[config.mk]
export PLATFORM = sky130hd
export DESIGN_NAME = clk_div_bank_flat
export DESIGN_NICKNAME = d
export VERILOG_FILES = /design/src/rtl/clk_div_bank_pkg.sv /design/src/rtl/clk_div_bank_if.sv /design/src/rtl/clk_div_bank_chan.sv /design/src/rtl/clk_div_bank.sv /design/src/flat_wrapper.sv
export SDC_FILE = /design/constraint.sdc
export NUM_CORES = 1
export LEC_CHECK = 0
export BUFFER_PORTS_ARGS = -buffer_cell sky130_fd_sc_hd__buf_4
export CORE_MARGIN = 2
export CORE_UTILIZATION = 50
export DETAILED_ROUTE_END_ITERATION = 8
export PLACE_DENSITY_LB_ADDON = 0.15
export SYNTH_ARGS = -nofsm -noshare
export SYNTH_HDL_FRONTEND = slang
export SYNTH_SLANG_ARGS = --single-unit
[constraint.sdc]
create_clock -name clock -period 5.15 [get_ports clock]
set_input_delay 0.2575 -clock clock [delete_from_list [all_inputs] [get_ports clock]]
set_output_delay 0.2575 -clock clock [all_outputs]
set_load 0.01 [all_outputs]
[src/rtl/clk_div_bank_pkg.sv]
// Shared constants and types for the clock divider bank.
package clk_div_bank_pkg;

    localparam int DEF_DIV_DEFAULT = 100;
    localparam int MAX_NCH         = 16;

    // Single-bit state carried by every divider channel
    typedef struct packed {
        logic pending;
        logic tick;
        logic clk_out;
    } chan_state_t;

    function automatic int ch_width(input int n);
        return (n > 1) ? $clog2(n) : 1;
    endfunction

endpackage

[src/rtl/clk_div_bank_if.sv]
// Divisor-write bus of the clock divider bank.
interface clk_div_bank_if
    import clk_div_bank_pkg::*;
#(
    parameter int NCH   = 4,
    parameter int DIV_W = 16
);
    localparam int CH_W = ch_width(NCH);

    logic             cfg_valid;
    logic [CH_W-1:0]  cfg_ch;
    logic [DIV_W-1:0] cfg_div;
    logic             cfg_ready;

    modport master (output cfg_valid, cfg_ch, cfg_div, input cfg_ready);
    modport slave  (input cfg_valid, cfg_ch, cfg_div, output cfg_ready);
endinterface

[src/rtl/clk_div_bank_chan.sv]
// One divider channel: up-counter, glitch-free divisor update, tick and square wave.
// Optional 16-bit tick counter when CLK_DIV_BANK_CNT_EN is defined.
module clk_div_chan
    import clk_div_bank_pkg::*;
#(
    parameter int DIV_W   = 16,
    parameter int DEF_DIV = DEF_DIV_DEFAULT
) (
    input  logic             clock,
    input  logic             reset_n,
    input  logic             en,
    input  logic             wr,
    input  logic [DIV_W-1:0] wr_div,
    output logic             pending,
    output logic             tick,
    output logic             clk_out
`ifdef CLK_DIV_BANK_CNT_EN
    ,
    output logic [15:0]      tick_cnt
`endif
);

    logic [DIV_W-1:0] cnt;
    logic [DIV_W-1:0] div;
    logic [DIV_W-1:0] pend_div;
    chan_state_t      st;
    logic             running;
    logic             wrap;

    assign running = en && (div != '0);
    assign wrap    = running && (cnt == div - DIV_W'(1));

    always_ff @(posedge clock or negedge reset_n) begin
        if (!reset_n) begin
            cnt      <= '0;
            div      <= DIV_W'(DEF_DIV);
            pend_div <= '0;
            st       <= '0;
        end else begin
            st.tick <= wrap;
            if (wrap) begin
                st.clk_out <= ~st.clk_out;
            end
            // A stalled channel has no wrap to wait for, so take the new divisor now
            if (st.pending && (wrap || !running)) begin
                div        <= pend_div;
                cnt        <= '0;
                st.pending <= 1'b0;
            end else if (wrap || (div == '0)) begin
                cnt <= '0;
            end else if (en) begin
                cnt <= cnt + DIV_W'(1);
            end
            if (wr) begin
                pend_div   <= wr_div;
                st.pending <= 1'b1;
            end
        end
    end

    assign pending = st.pending;
    assign tick    = st.tick;
    assign clk_out = st.clk_out;

`ifdef CLK_DIV_BANK_CNT_EN
    always_ff @(posedge clock or negedge reset_n) begin
        if (!reset_n) begin
            tick_cnt <= '0;
        end else if (wrap) begin
            tick_cnt <= tick_cnt + 16'd1;
        end
    end
`endif

endmodule

[src/rtl/clk_div_bank.sv]
// Bank of NCH independent clock dividers with a shared divisor-write port.
// Optional per-channel tick counters when CLK_DIV_BANK_CNT_EN is defined.
module clk_div_bank
    import clk_div_bank_pkg::*;
#(
    parameter int NCH     = 4,
    parameter int DIV_W   = 16,
    parameter int DEF_DIV = DEF_DIV_DEFAULT
) (
    input  logic            clock,
    input  logic            reset_n,
    input  logic [NCH-1:0]  ch_en,
    clk_div_bank_if.slave   cfg,
    output logic [NCH-1:0]  tick,
    output logic [NCH-1:0]  clk_out
`ifdef CLK_DIV_BANK_CNT_EN
    ,
    output logic [NCH*16-1:0] tick_cnt
`endif
);

    logic [NCH-1:0] pending;
    logic [NCH-1:0] wr;
    logic           ready;
    logic           accept;

    // Out-of-range channel indices stay ready and write nothing
    always_comb begin
        ready = 1'b1;
        for (int i = 0; i < NCH; i++) begin
            if (int'(cfg.cfg_ch) == i) begin
                ready = !pending[i];
            end
        end
    end

    assign cfg.cfg_ready = ready;
    assign accept        = cfg.cfg_valid && ready;

    always_comb begin
        wr = '0;
        for (int i = 0; i < NCH; i++) begin
            wr[i] = accept && (int'(cfg.cfg_ch) == i);
        end
    end

    for (genvar i = 0; i < NCH; i++) begin : g_chan
        clk_div_chan #(
            .DIV_W   (DIV_W),
            .DEF_DIV (DEF_DIV)
        ) u_chan (
            .clock    (clock),
            .reset_n  (reset_n),
            .en       (ch_en[i]),
            .wr       (wr[i]),
            .wr_div   (cfg.cfg_div),
            .pending  (pending[i]),
            .tick     (tick[i]),
            .clk_out  (clk_out[i])
`ifdef CLK_DIV_BANK_CNT_EN
            ,
            .tick_cnt (tick_cnt[i*16 +: 16])
`endif
        );
    end

endmodule

[src/flat_wrapper.sv]
// flat-port wrapper written by rule: the top's interface ports become plain ports
module clk_div_bank_flat import clk_div_bank_pkg::*;
#(
    parameter int NCH     = 4,
    parameter int DIV_W   = 16,
    parameter int DEF_DIV = DEF_DIV_DEFAULT
)
  (clock, reset_n, ch_en, tick, clk_out, cfg_cfg_valid, cfg_cfg_ch, cfg_cfg_div, cfg_cfg_ready);
  clk_div_bank_if #(.NCH(NCH), .DIV_W(DIV_W)) cfg_i ();
  input  logic clock;
  input  logic reset_n;
  input  logic [NCH-1:0] ch_en;
  output logic [NCH-1:0] tick;
  output logic [NCH-1:0] clk_out;
  input wire logic [$bits(cfg_i.cfg_valid)-1:0] cfg_cfg_valid;
  input wire logic [$bits(cfg_i.cfg_ch)-1:0] cfg_cfg_ch;
  input wire logic [$bits(cfg_i.cfg_div)-1:0] cfg_cfg_div;
  output wire logic [$bits(cfg_i.cfg_ready)-1:0] cfg_cfg_ready;
  assign cfg_i.cfg_valid = cfg_cfg_valid;
  assign cfg_i.cfg_ch = cfg_cfg_ch;
  assign cfg_i.cfg_div = cfg_cfg_div;
  assign cfg_cfg_ready = cfg_i.cfg_ready;
  clk_div_bank #(.NCH(NCH), .DIV_W(DIV_W), .DEF_DIV(DEF_DIV)) u_core (.clock(clock), .reset_n(reset_n), .ch_en(ch_en), .cfg(cfg_i), .tick(tick), .clk_out(clk_out));
endmodule
# Yosys cells after proc, flatten, opt, wreduce, memory -nomap -nowiden
# Cells that the tools add are included.
[op_classes] eq_ne=7 addsub=8 mux=24 n_reduce_logical=50 n_bitwise=4
[op_table] cell="2-to-1 mux 16 bit" count=12
[op_table] cell="adder 16 x 1 -> 16 bit (second input constant)" count=4
[op_table] cell="== test 16 bit" count=4
[op_table] cell="zero test 16 bit" count=4
[op_table] cell="nonzero test 16 bit" count=4
[op_table] cell="subtractor 16 x 1 -> 16 bit (second input constant)" count=4
[op_table] cell="logical AND 1 bit" count=17
[op_table] cell="2-to-1 mux 1 bit" count=12
[op_table] cell="nonzero test 3 bit" count=4
[op_table] cell="zero test 1 bit" count=8
[op_table] cell="logical OR 1 bit" count=8
[op_table] cell="nonzero test 2 bit" count=4
[op_table] cell="== test 2 bit (second input constant)" count=2
[op_table] cell="inverter 1 bit" count=4
[op_table] cell="== test 2 x 1 -> 1 bit (second input constant)" count=1
[op_table] cell="zero test 2 bit" count=1
[totals] inputBits=25 elab_cells=117 output_inout_bits=9 regBits=204

# Logic depth before layout (Yosys ltp)
# Gate-level depths: netlist of run 1.
[logic_depth] word_depth=8 mapped_depth=12

# By module
# From an unflattened synthesis of run 1, not the netlist that was laid out.
[hier_totals] cells_unflattened=1047 area_unflattened_um2=11339.6
[modules_own_cells] module="clk_div_chan (u_core.g_chan[0].u_chan ...)" area_each_um2=2836.5 instances=3 cells_per_inst=266 seq_area_each_um2=1280.0
[modules_own_cells] module="clk_div_chan (u_core.g_chan[3].u_chan)" area_each_um2=2768.9 instances=1 cells_per_inst=242 seq_area_each_um2=1280.0
[modules_own_cells] module="clk_div_bank" area_each_um2=61.3 instances=1 cells_per_inst=7 seq_area_each_um2=0.0

# Worst setup path after synthesis of run 1
# OpenSTA, ideal clock, no wires.
[synth_path] path_kind="register to register" startpoint="register u_core.g_chan[3].u_chan.div[0]" endpoint="register u_core.g_chan[3].u_chan.div[10]" t_required_ps=5025 setup_time_ps=125 stages_incl_launch_ff=12 setup_slack_ps=1563 arrival_time_ps=3462 path_cell_list="dfrtp_1 inv_1 ha_1 or4b_4 buf_6 nor4_1 xnor2_1 or4b_4 or4_4 a31oi_4 buf_12 mux2_4"
[synth_between] elab_chain_cells=5 word_cells_on_any_way=8 cone_classes="1 x add/sub; 1 x eq/ne; 6 x reduce/logical"
[synth_rtl] element="from (decl)" line="clk_div_bank_chan.sv:24" text="logic [DIV_W-1:0] div;"
[synth_rtl] element="from (signal assigned)" line="clk_div_bank_chan.sv:36" text="div <= DIV_W'(DEF_DIV);"
[synth_rtl] element="from (signal assigned)" line="clk_div_bank_chan.sv:46" text="div <= pend_div;"
[synth_rtl] element="subtractor 16 x 1 -> 16 bit / nonzero test 16 bit (equally long branches)" line="clk_div_bank_chan.sv:31, clk_div_bank_chan.sv:30"
[synth_rtl] element="== test 16 bit / logical AND 1 bit (equally long branches)" line="clk_div_bank_chan.sv:31, clk_div_bank_chan.sv:30"
[synth_rtl] element="logical AND 1 bit / zero test 1 bit (equally long branches)" line="clk_div_bank_chan.sv:31, clk_div_bank_chan.sv:45"
[synth_rtl] element="logical OR 1 bit *" line="clk_div_bank_chan.sv:45" text="if (st.pending && (wrap || !running)) begin"
[synth_rtl] element="logical AND 1 bit *" line="clk_div_bank_chan.sv:45"
# Every way passes the cells marked *; elsewhere a longest branch is shown, timed or not.
# A chain may end at the register's enable or synchronous reset.

# Worst setup path after layout of run 1
[layout_path] startpoint="register u_core.g_chan[3].u_chan.div[0]" endpoint="register u_core.g_chan[3].u_chan.div[3]"
# The elaborated chain is that of the path after synthesis.

==> results of run 1 <==
[worst register-to-register path, delay by kind of cell (launching register included)]
family | cells | cell delay (ns)
adders and majority gates | 1 | 0.20
and+or+nand+nor | 4 | 1.89
buffers and inverters | 1 | 0.11
xor gates and xnor gates | 1 | 0.13
muxes | 1 | 0.41
AOI/OAI and AO/OA | 1 | 0.64
DFF | 1 | 0.44
[worst paths after layout]
check / from / to / slack (ns) / cells after the start
worst min register to register: u_core.g_chan[3].u_chan.clk_out / u_core.g_chan[3].u_chan.clk_out / 0.47 / 1
worst max register to register: u_core.g_chan[3].u_chan.div[0] / u_core.g_chan[3].u_chan.div[3] / 1.21 / 9
min in group asynchronous: reset_n / u_core.g_chan[1].u_chan.cnt[12] / 0.30 / 2
max in group asynchronous: reset_n / u_core.g_chan[2].u_chan.cnt[4] / 3.73 / 3
worst min-delay path: cfg_cfg_div[9] / u_core.g_chan[3].u_chan.pend_div[9] / 0.03 / 2
worst max-delay path: u_core.g_chan[3].u_chan.div[0] / u_core.g_chan[3].u_chan.div[3] / 1.21 / 9
[cell usage in the layout, fill, tap and decap left out, types with 27 or more instances in the layout]
cell type and instances:
sky130_fd_sc_hd__buf_4 43, sky130_fd_sc_hd__dfrtp_1 192, sky130_fd_sc_hd__inv_1 32, sky130_fd_sc_hd__mux2_2 102, sky130_fd_sc_hd__nand2_1 78, sky130_fd_sc_hd__nand3_1 35, sky130_fd_sc_hd__nand4_1 27, sky130_fd_sc_hd__nor2_1 78
sky130_fd_sc_hd__nor3_1 54, sky130_fd_sc_hd__nor4_1 29, sky130_fd_sc_hd__xnor2_1 62, sky130_fd_sc_hd__xor2_1 49
[per-layer routing]
| metal | routed length, microns | vias to the layer above | global-route usage |
|---|---|---|---|
| met5 | 0 | - | 0 |
| met1 | 12700 | 4344 | 0.320 |
| met2 | 12400 | 167 | 0.361 |
| met4 | 597 | 0 | 0.0572 |
| li1 | - | 4215 | - |
| met3 | 1080 | 46 | 0.0310 |
[synth_stat cells, types with 5 or more instances]
master and instances:
sky130_fd_sc_hd__xor2_1 49, sky130_fd_sc_hd__dfstp_2 12, sky130_fd_sc_hd__a31oi_1 11, sky130_fd_sc_hd__dfrtp_1 192, sky130_fd_sc_hd__xnor2_1 62, sky130_fd_sc_hd__nor4_1 29
sky130_fd_sc_hd__a211o_1 5, sky130_fd_sc_hd__a221oi_1 11, sky130_fd_sc_hd__o31ai_1 10, sky130_fd_sc_hd__or4_1 12, sky130_fd_sc_hd__nand3_1 35, sky130_fd_sc_hd__or2_2 5
sky130_fd_sc_hd__nand4_1 27, sky130_fd_sc_hd__nor3_1 55, sky130_fd_sc_hd__nand4b_1 5, sky130_fd_sc_hd__o311ai_0 13, sky130_fd_sc_hd__clkbuf_1 55, sky130_fd_sc_hd__a22o_1 7
sky130_fd_sc_hd__buf_4 9, sky130_fd_sc_hd__a221o_1 14, sky130_fd_sc_hd__mux2_4 10, sky130_fd_sc_hd__inv_1 32, sky130_fd_sc_hd__nor3b_1 7, sky130_fd_sc_hd__a211oi_1 7
sky130_fd_sc_hd__a21oi_1 9, sky130_fd_sc_hd__mux2i_1 5, sky130_fd_sc_hd__and3_1 25, sky130_fd_sc_hd__nor4b_1 10, sky130_fd_sc_hd__o211ai_1 7, sky130_fd_sc_hd__nor2b_1 9
sky130_fd_sc_hd__nor2_1 78, sky130_fd_sc_hd__o21ai_0 20, sky130_fd_sc_hd__and2_1 11, sky130_fd_sc_hd__nand2_1 78, sky130_fd_sc_hd__or3_1 15, sky130_fd_sc_hd__mux2_2 102
sky130_fd_sc_hd__o22ai_1 7, sky130_fd_sc_hd__ha_1 12
[cell type report]
cell class,count,area (sq um)
multi-input cells,830,6110
clock inverters,14,200
fillers,1963,9740
well taps,313,392
flip-flops and latches,204,5120
clock buffers,30,683
inverters,32,120
repair buffers,51,417
[state kept, by name, indices dropped and copies added, names as in the netlist]
signal / flops
u_core.g_chan.u_chan.cnt: 64
u_core.g_chan.u_chan.clk_out: 4
u_core.g_chan.u_chan.pend_div: 64
u_core.g_chan.u_chan.pending: 4
u_core.g_chan.u_chan.div: 64
u_core.g_chan.u_chan.tick: 4
[timing repair]
| item | CTS | global route |
|---|---|---|
| buffers inserted | 0 | 0 |
| endpoints found under the setup margin | 0 | 0 |
| hold buffers | 6 | 0 |
| endpoints found under the hold margin | 77 | 0 |
[power by group]
part / total (mW) / leakage, nW / switching [mW] / internal [mW]
logic: 1.67 / 2.37 / 0.786 / 0.883
clock network: 1.85 / 0.428 / 0.705 / 1.15
registers: 2.62 / 2.51 / 0.560 / 2.06
total: 6.14 / 5.30 / 2.05 / 4.09
[logic make-up (layout without fill, tap and decap cells)]
kind of cell | Yosys count | in the layout | synth area share
and+or+nand+nor | 422 | 422 | 0.194
DFF | 204 | 204 | 0.439
AOI/OAI and AO/OA | 167 | 167 | 0.114
muxes | 118 | 118 | 0.118
xor gates and xnor gates | 111 | 111 | 0.0833
buffers and inverters | 106 | 127 | 0.0400
adders and majority gates | 12 | 12 | 0.0129
[per-stage QoR]
stage	hold slack, ns	total power [mW]	instances	utilization	setup WS, ns
global placement	0.311	4.25	1424	0.531	1.26
finish	0.0253	6.14	1474	0.573	1.21
global route	0.0212	6.52	1474	0.573	0.951
floorplan	-0.0381	3.88	1140	-	1.56
CTS	0.000665	6.18	1474	0.573	1.17
detailed placement	0.312	4.30	1424	0.531	1.20
==> qor_table.md, run 1 <==
| Item | Reported | Unit |
| --- | --- | --- |
| CP max FO | 16 | - |
| # rows | 55 | - |
| Cell taking the most area after synthesis | sky130_fd_sc_hd__dfrtp_1 | - |
| Total standard cell area after synthesis | 11700 | sq um |
| Worst hold-check path type | input port to flip-flop | - |
| Post-cts sizing count | 0 | - |
| Leading post-synthesis cells by cell area | sky130_fd_sc_hd__dfrtp_1, sky130_fd_sc_hd__mux2_2, sky130_fd_sc_hd__xnor2_1, sky130_fd_sc_hd__xor2_1, sky130_fd_sc_hd__dfstp_2 | - |
| Total negative slack | 0 | ns |
| Vias | 8772 | - |
| Aggregate routed wire length | 26800 | microns |
| Max Fclk | 0.253 | GHz |
| Detailed-router iteration count before antenna repair | 6 | - |
| Port Buffer Count | 33 | - |
| Die height | 157 | microns |
| Highest cell delay on the worst timing path | 0.64 | ns |
| CP endpoint kind | flip-flop | - |
| Critical path class | flip-flop to flip-flop | - |
| Inserted Clock Buffers | 24 | - |
| Sequential cell area fraction in the yosys report | 0.439 | - |
| CTS root buf | sky130_fd_sc_hd__clkbuf_16 | - |
| DIE WIDTH | 157 | microns |
| Per-cell routed wire length | 18.2 | microns |
| Share of synthesized registers carrying an async set or reset | 1.00 | - |
| Synth warn | 0 | - |
| Fin crit period | 3.94 | ns |
| Clock latency reported for the late side of the worst-skew pair | 0.54 | ns |
| Io pins | 34 | - |
| Fraction of the cycle the final worst path needs | 0.766 | - |
| Critical Path AT | 4.35 | ns |
| Largest net degree at the start of global routing | 131 | - |
| Number of max-slew violations in the final report | 0 | - |
| Share of cells above drive strength 1 | 0.202 | - |
| Slew of the pin with the lowest slew margin | 1.18 | ns |
| Synthesis-to-finish area growth | 11.8 | % |
| Global-route wire length before repair | 44500 | microns |
| Max Cap Violations | 0 | - |
| Kind of launch point of the worst setup path | flip-flop | - |
| Synth top area share | 0.412 | - |
| Most common flop cell mapped by yosys | sky130_fd_sc_hd__dfrtp_1 | - |
| Number of synthesized register bits | 204 | - |
| Remaining number of nets flagged by the antenna check after routing | 0 | - |
| WP data required | 5.56 | ns |
| Number of failing setup endpoints in the final timing report | 0 | - |
| Clk buf depth | 3 | - |
| Static leakage power | 5.30 | nW |
| Avg Synthesized Cell Area | 10.2 | sq um |
| Count of inserted antenna diode cells | 0 | - |
| Net count after synthesis | 1177 | - |
| TritonCTS clock tree | built | - |
| Dpl cell area | 12100 | sq um |
| Final GP Congestion | 0.860 | - |
| Number of DRC markers in iteration 0 | 587 | - |
| Drc violations | 0 | - |
| Setup Skew | 0.0205 | ns |
| Clock transition at the register clock pins on the worst setup and hold paths after CTS | 0.06 | ns |
| RSZ-0062 raised after global routing | false | - |
| Ordered list of cells on the worst path | inv_1 > ha_1 > or4b_4 > nor4_1 > xnor2_1 > or4b_4 > or4_4 > a31oi_4 > mux2_2 | - |
| Global-route total usage across every layer | 0.224 | - |
| Slowest cell on crit path | sky130_fd_sc_hd__a31oi_4 | - |
| Die outline area | 24600 | sq um |
| Clk sinks | 204 | - |
| Detailed placer's ending HPWL | 18500 | microns |
| Per-cell via count in the routed design | 5.95 | - |
| Max rail drop VDD | 0.391 | mV |
| Pwr/cell area | 471 | nW/um^2 |
| Number of flops mapped to enable cells by yosys | 0 | - |
| GR Overflow Total | 0 | - |
| Core area | 22800 | sq um |
| Number of instances in the synthesized netlist | 1140 | - |
| Final #Nets | 1180 | - |
| Final hold vios | 0 | - |
| Worst rel slew slack | 0.214 | - |
| Gate family responsible for the most delay along the worst path | simple AND/OR/NAND/NOR gates | - |
| Depth of the CTS H-tree | 1 | - |
| Result of the run | complete, no violations | - |
| Initial antenna violation count | 0 | - |
| Count of distinct cell types in the synthesized netlist | 80 | - |
| Critical path buffers and inverters | 1 | - |
| Initial core utilization | 0.512 | - |
| Final standard cell area without fillers | 13000 | sq um |
| Critical path's most frequent cell | sky130_fd_sc_hd__or4b_4 | - |
| Vias in the first global route | 8318 | - |
(Power assumes the default switching activity.)
==> run 2: changes to the inputs <==
==> constraint.sdc (replaced) <==
create_clock -name clock -period 3.7 [get_ports clock]
set_input_delay 0.185 -clock clock [delete_from_list [all_inputs] [get_ports clock]]
set_output_delay 0.185 -clock clock [all_outputs]
set_load 0.01 [all_outputs]
==> run 2 against run 1 <==
Effect of this change:
- utilization is 0.77 points higher
- flip-flop and latch count unchanged
- routed wire length is 0.60% higher
- total power increased by 36%
- critical path depth is 1 higher
- clock power increased by 26%
- hold slack better by 0.022 ns
- largest power group unchanged
- highest routed layer unchanged
==> qor_table.md, run 2 (synthesis results as in run 1) <==
| Item | Reported | Unit | Delta |
| --- | --- | --- | --- |
| Remaining number of nets flagged by the antenna check after routing | 0 | - | unchanged |
| Area of combinational cells with multiple inputs | 6120 | sq um | +0.14% |
| Global-route wire length before repair | 45000 | microns | +1.3% |
| Global-route total usage across every layer | 0.227 | - | +0.00247 |
| Count of inserted antenna diode cells | 0 | - | unchanged |
| Total negative slack | 0 | ns | unchanged |
| WP data required | 4.08 | ns | -1.48 ns |
| Final GP Congestion | 0.824 | - | -4.2% |
| Fin crit period | 3.53 | ns | -0.414 ns |
| Fraction of the cycle the final worst path needs | 0.954 | - | +0.188 |
| Largest registers in the final layout | u_core.g_chan.u_chan.cnt (64), u_core.g_chan.u_chan.div (64), u_core.g_chan.u_chan.pend_div (64) | - |  |
| Slowest cell on crit path | sky130_fd_sc_hd__or4_4 | - |  |
| Critical path class | flip-flop to flip-flop | - |  |
| Commonest cells after routing, fill and taps aside | sky130_fd_sc_hd__dfrtp_1, sky130_fd_sc_hd__mux2_2, sky130_fd_sc_hd__nand2_1 | - |  |
| Kind of launch point of the worst setup path | flip-flop | - |  |
| Max rail drop VDD | 0.553 | mV | +41% |
| TritonCTS clock tree | built | - |  |
| Reg2reg setup slack | 0.17 | ns | -1.04 ns |
| Max Cap Violations | 0 | - | unchanged |
| Die outline area | 24600 | sq um | unchanged |
| Seq. cell area | 5120 | sq um | unchanged |
| Detailed placer's ending HPWL | 18900 | microns | +2.5% |
| Met3 GRT Util | 0.0330 | - | +0.00194 |
| Final hold vios | 0 | - | unchanged |
| Io pins | 34 | - | unchanged |
| # rows | 55 | - | unchanged |
| Met2 track demand over resource | 0.361 | - | unchanged |
| Clk buf depth | 3 | - | unchanged |
| Most common cell after layout, fill and taps aside | sky130_fd_sc_hd__dfrtp_1 | - |  |
| CP endpoint kind | flip-flop | - |  |
| Initial antenna violation count | 1 | - | +1 |
| Clk sinks | 204 | - | unchanged |
| Final #Nets | 1209 | - | +2.5% |
| Worst R2R End | u_core.g_chan[3].u_chan.div[14] | - |  |
| Worst hold-check path type | input port to flip-flop | - |  |
| Slew of the pin with the lowest slew margin | 1.15 | ns | -0.0281 ns |
| Pwr/cell area | 632 | nW/um^2 | +34% |
| Max Fclk | 0.283 | GHz | +12% |
| Detailed-router iteration count before antenna repair | 6 | - | unchanged |
| Share of cells above drive strength 1 | 0.209 | - | +0.00617 |
| Vias in the first global route | 8474 | - | +1.9% |
| Per-cell via count in the routed design | 5.87 | - | -1.4% |
| End point of the most critical hold path | u_core.g_chan[2].u_chan.tick | - |  |
| Start point of the worst hold path | ch_en[2] | - |  |
| Ordered list of cells on the worst path | inv_1 > ha_1 > or4b_4 > a2111oi_0 > a311o_1 > nand4_1 > or4_4 > a31oi_4 > buf_4 > mux2_4 | - |  |
| DIE WIDTH | 157 | microns | unchanged |
| Met1 Use GR | 0.330 | - | +0.00985 |
| Critical Path AT | 3.92 | ns | -0.43 ns |
| Aggregate routed wire length | 27000 | microns | +0.60% |
| Global-route layer with the greatest usage | met2 | - |  |
| Result of the run | complete, no violations | - |  |
| Number of instances on the worst hold path | 3 | - | +1 |
| Number of max-slew violations in the final report | 0 | - | unchanged |
| Inserted Clock Buffers | 23 | - | -4.2% |
| Largest net degree at the start of global routing | 96 | - | -27% |
| Worst rel slew slack | 0.233 | - | +0.0188 |
| Initial core utilization | 0.512 | - | unchanged |
| Drc violations | 0 | - | unchanged |
| Number of DRC markers in iteration 0 | 497 | - | -15% |
| Setup Skew | 0.0224 | ns | +0.00190 ns |
| Critical path buffers and inverters | 2 | - | +1 |
| Number of fillers in the final layout | 1963 | - | unchanged |
| Highest cell delay on the worst timing path | 0.56 | ns | -0.08 ns |
| Post-CTS setup buffer count | 0 | - | unchanged |
| Worst reg2reg path startpoint | u_core.g_chan[3].u_chan.div[0] | - |  |
| Post-route insts no fill | 1502 | - | +1.9% |
| Per-cell routed wire length | 18.0 | microns | -1.3% |
| Static leakage power | 5.41 | nW | +2.0% |
| Port Buffer Count | 33 | - | unchanged |
| Gate family responsible for the most delay along the worst path | simple AND/OR/NAND/NOR gates | - |  |
| Instance count on the critical path | 10 | - | +1 |
| Synthesis-to-finish area growth | 13.3 | % |  |
| Number of failing setup endpoints in the final timing report | 0 | - | unchanged |
| Die height | 157 | microns | unchanged |
| Clock latency reported for the late side of the worst-skew pair | 0.52 | ns | -0.02 ns |
| Clock transition at the register clock pins on the worst setup and hold paths after CTS | 0.06 | ns | about the same |
| CTS root buf | sky130_fd_sc_hd__clkbuf_16 | - |  |
| Core area | 22800 | sq um | unchanged |
| RSZ-0062 raised after global routing | false | - |  |
| CP max FO | 9 | - | -7 |
| Depth of the worst register-to-register path | 10 | - | +1 |
| Vias | 8814 | - | +0.48% |
| Cell count after placement | 1440 | - | +1.1% |
| Depth of the CTS H-tree | 1 | - | unchanged |
| GR Overflow Total | 0 | - | unchanged |
[run 2: worst reg2reg max path: cells and delay by family, from the launching register on]
family          cells  cell delay [ns]
simple gates        3             1.29
compound gates      3             0.90
flops               1             0.37
mux                 1             0.32
buf+inv             2             0.32
fa+ha+maj           1             0.20
[run 2: worst max path at each step]
stage | end | start
3_3_place_gp | u_core.g_chan[3].u_chan.div[11] | u_core.g_chan[3].u_chan.div[0]
6_report | u_core.g_chan[3].u_chan.div[14] | u_core.g_chan[3].u_chan.div[0]
3_5_place_dp | u_core.g_chan[3].u_chan.div[14] | u_core.g_chan[3].u_chan.div[0]
5_1_grt | u_core.g_chan[3].u_chan.div[14] | u_core.g_chan[3].u_chan.div[0]
4_1_cts | u_core.g_chan[3].u_chan.div[14] | u_core.g_chan[3].u_chan.div[0]
2_1_floorplan | u_core.g_chan[3].u_chan.div[10] | u_core.g_chan[3].u_chan.div[0]
[run 2: cell type report]
type,count,share of cell area
Clock inverter,10,0.00814
Clock buffer,32,0.0506
Inverter,32,0.00909
Tap cell,313,0.0296
Multi-Input combinational cell,830,0.463
Timing Repair Buffer,81,0.0522
Sequential cell,204,0.387
[run 2: per-stage QoR]
step	util	instance area [sq um]	total power, mW	setup WS [ns]	hold slack (ns)
after CTS	0.580	13200	8.40	0.0869	0.0254
after floorplan	-	11700	5.39	0.113	-0.111
after global placement	0.537	12200	5.96	0.214	0.315
after detailed placement	0.537	12200	6.03	0.132	0.312
after global routing	0.580	13200	8.89	0.0108	0.0555
final	0.580	13200	8.35	0.169	0.0478
[run 2: power breakdown]
group	internal, mW	leakage (nW)	switching, mW
clock	1.40	0.390	0.925
combinational	1.27	2.51	1.12
sequential	2.86	2.51	0.777
total	5.53	5.41	2.82
[run 2: repair_timing]
item	in CTS	in global routing
setup endpoints to repair	0	19
gates resized for setup	0	2
endpoints found under the hold margin	153	0
hold buffers	20	0
[run 2: layer usage]
| metal | routed length, microns | share of wire |
|---|---|---|
| met1 | 13000 | 0.48 |
| met2 | 12500 | 0.46 |
| met3 | 1020 | 0.038 |
| met4 | 518 | 0.019 |
| met5 | 0 | 0 |
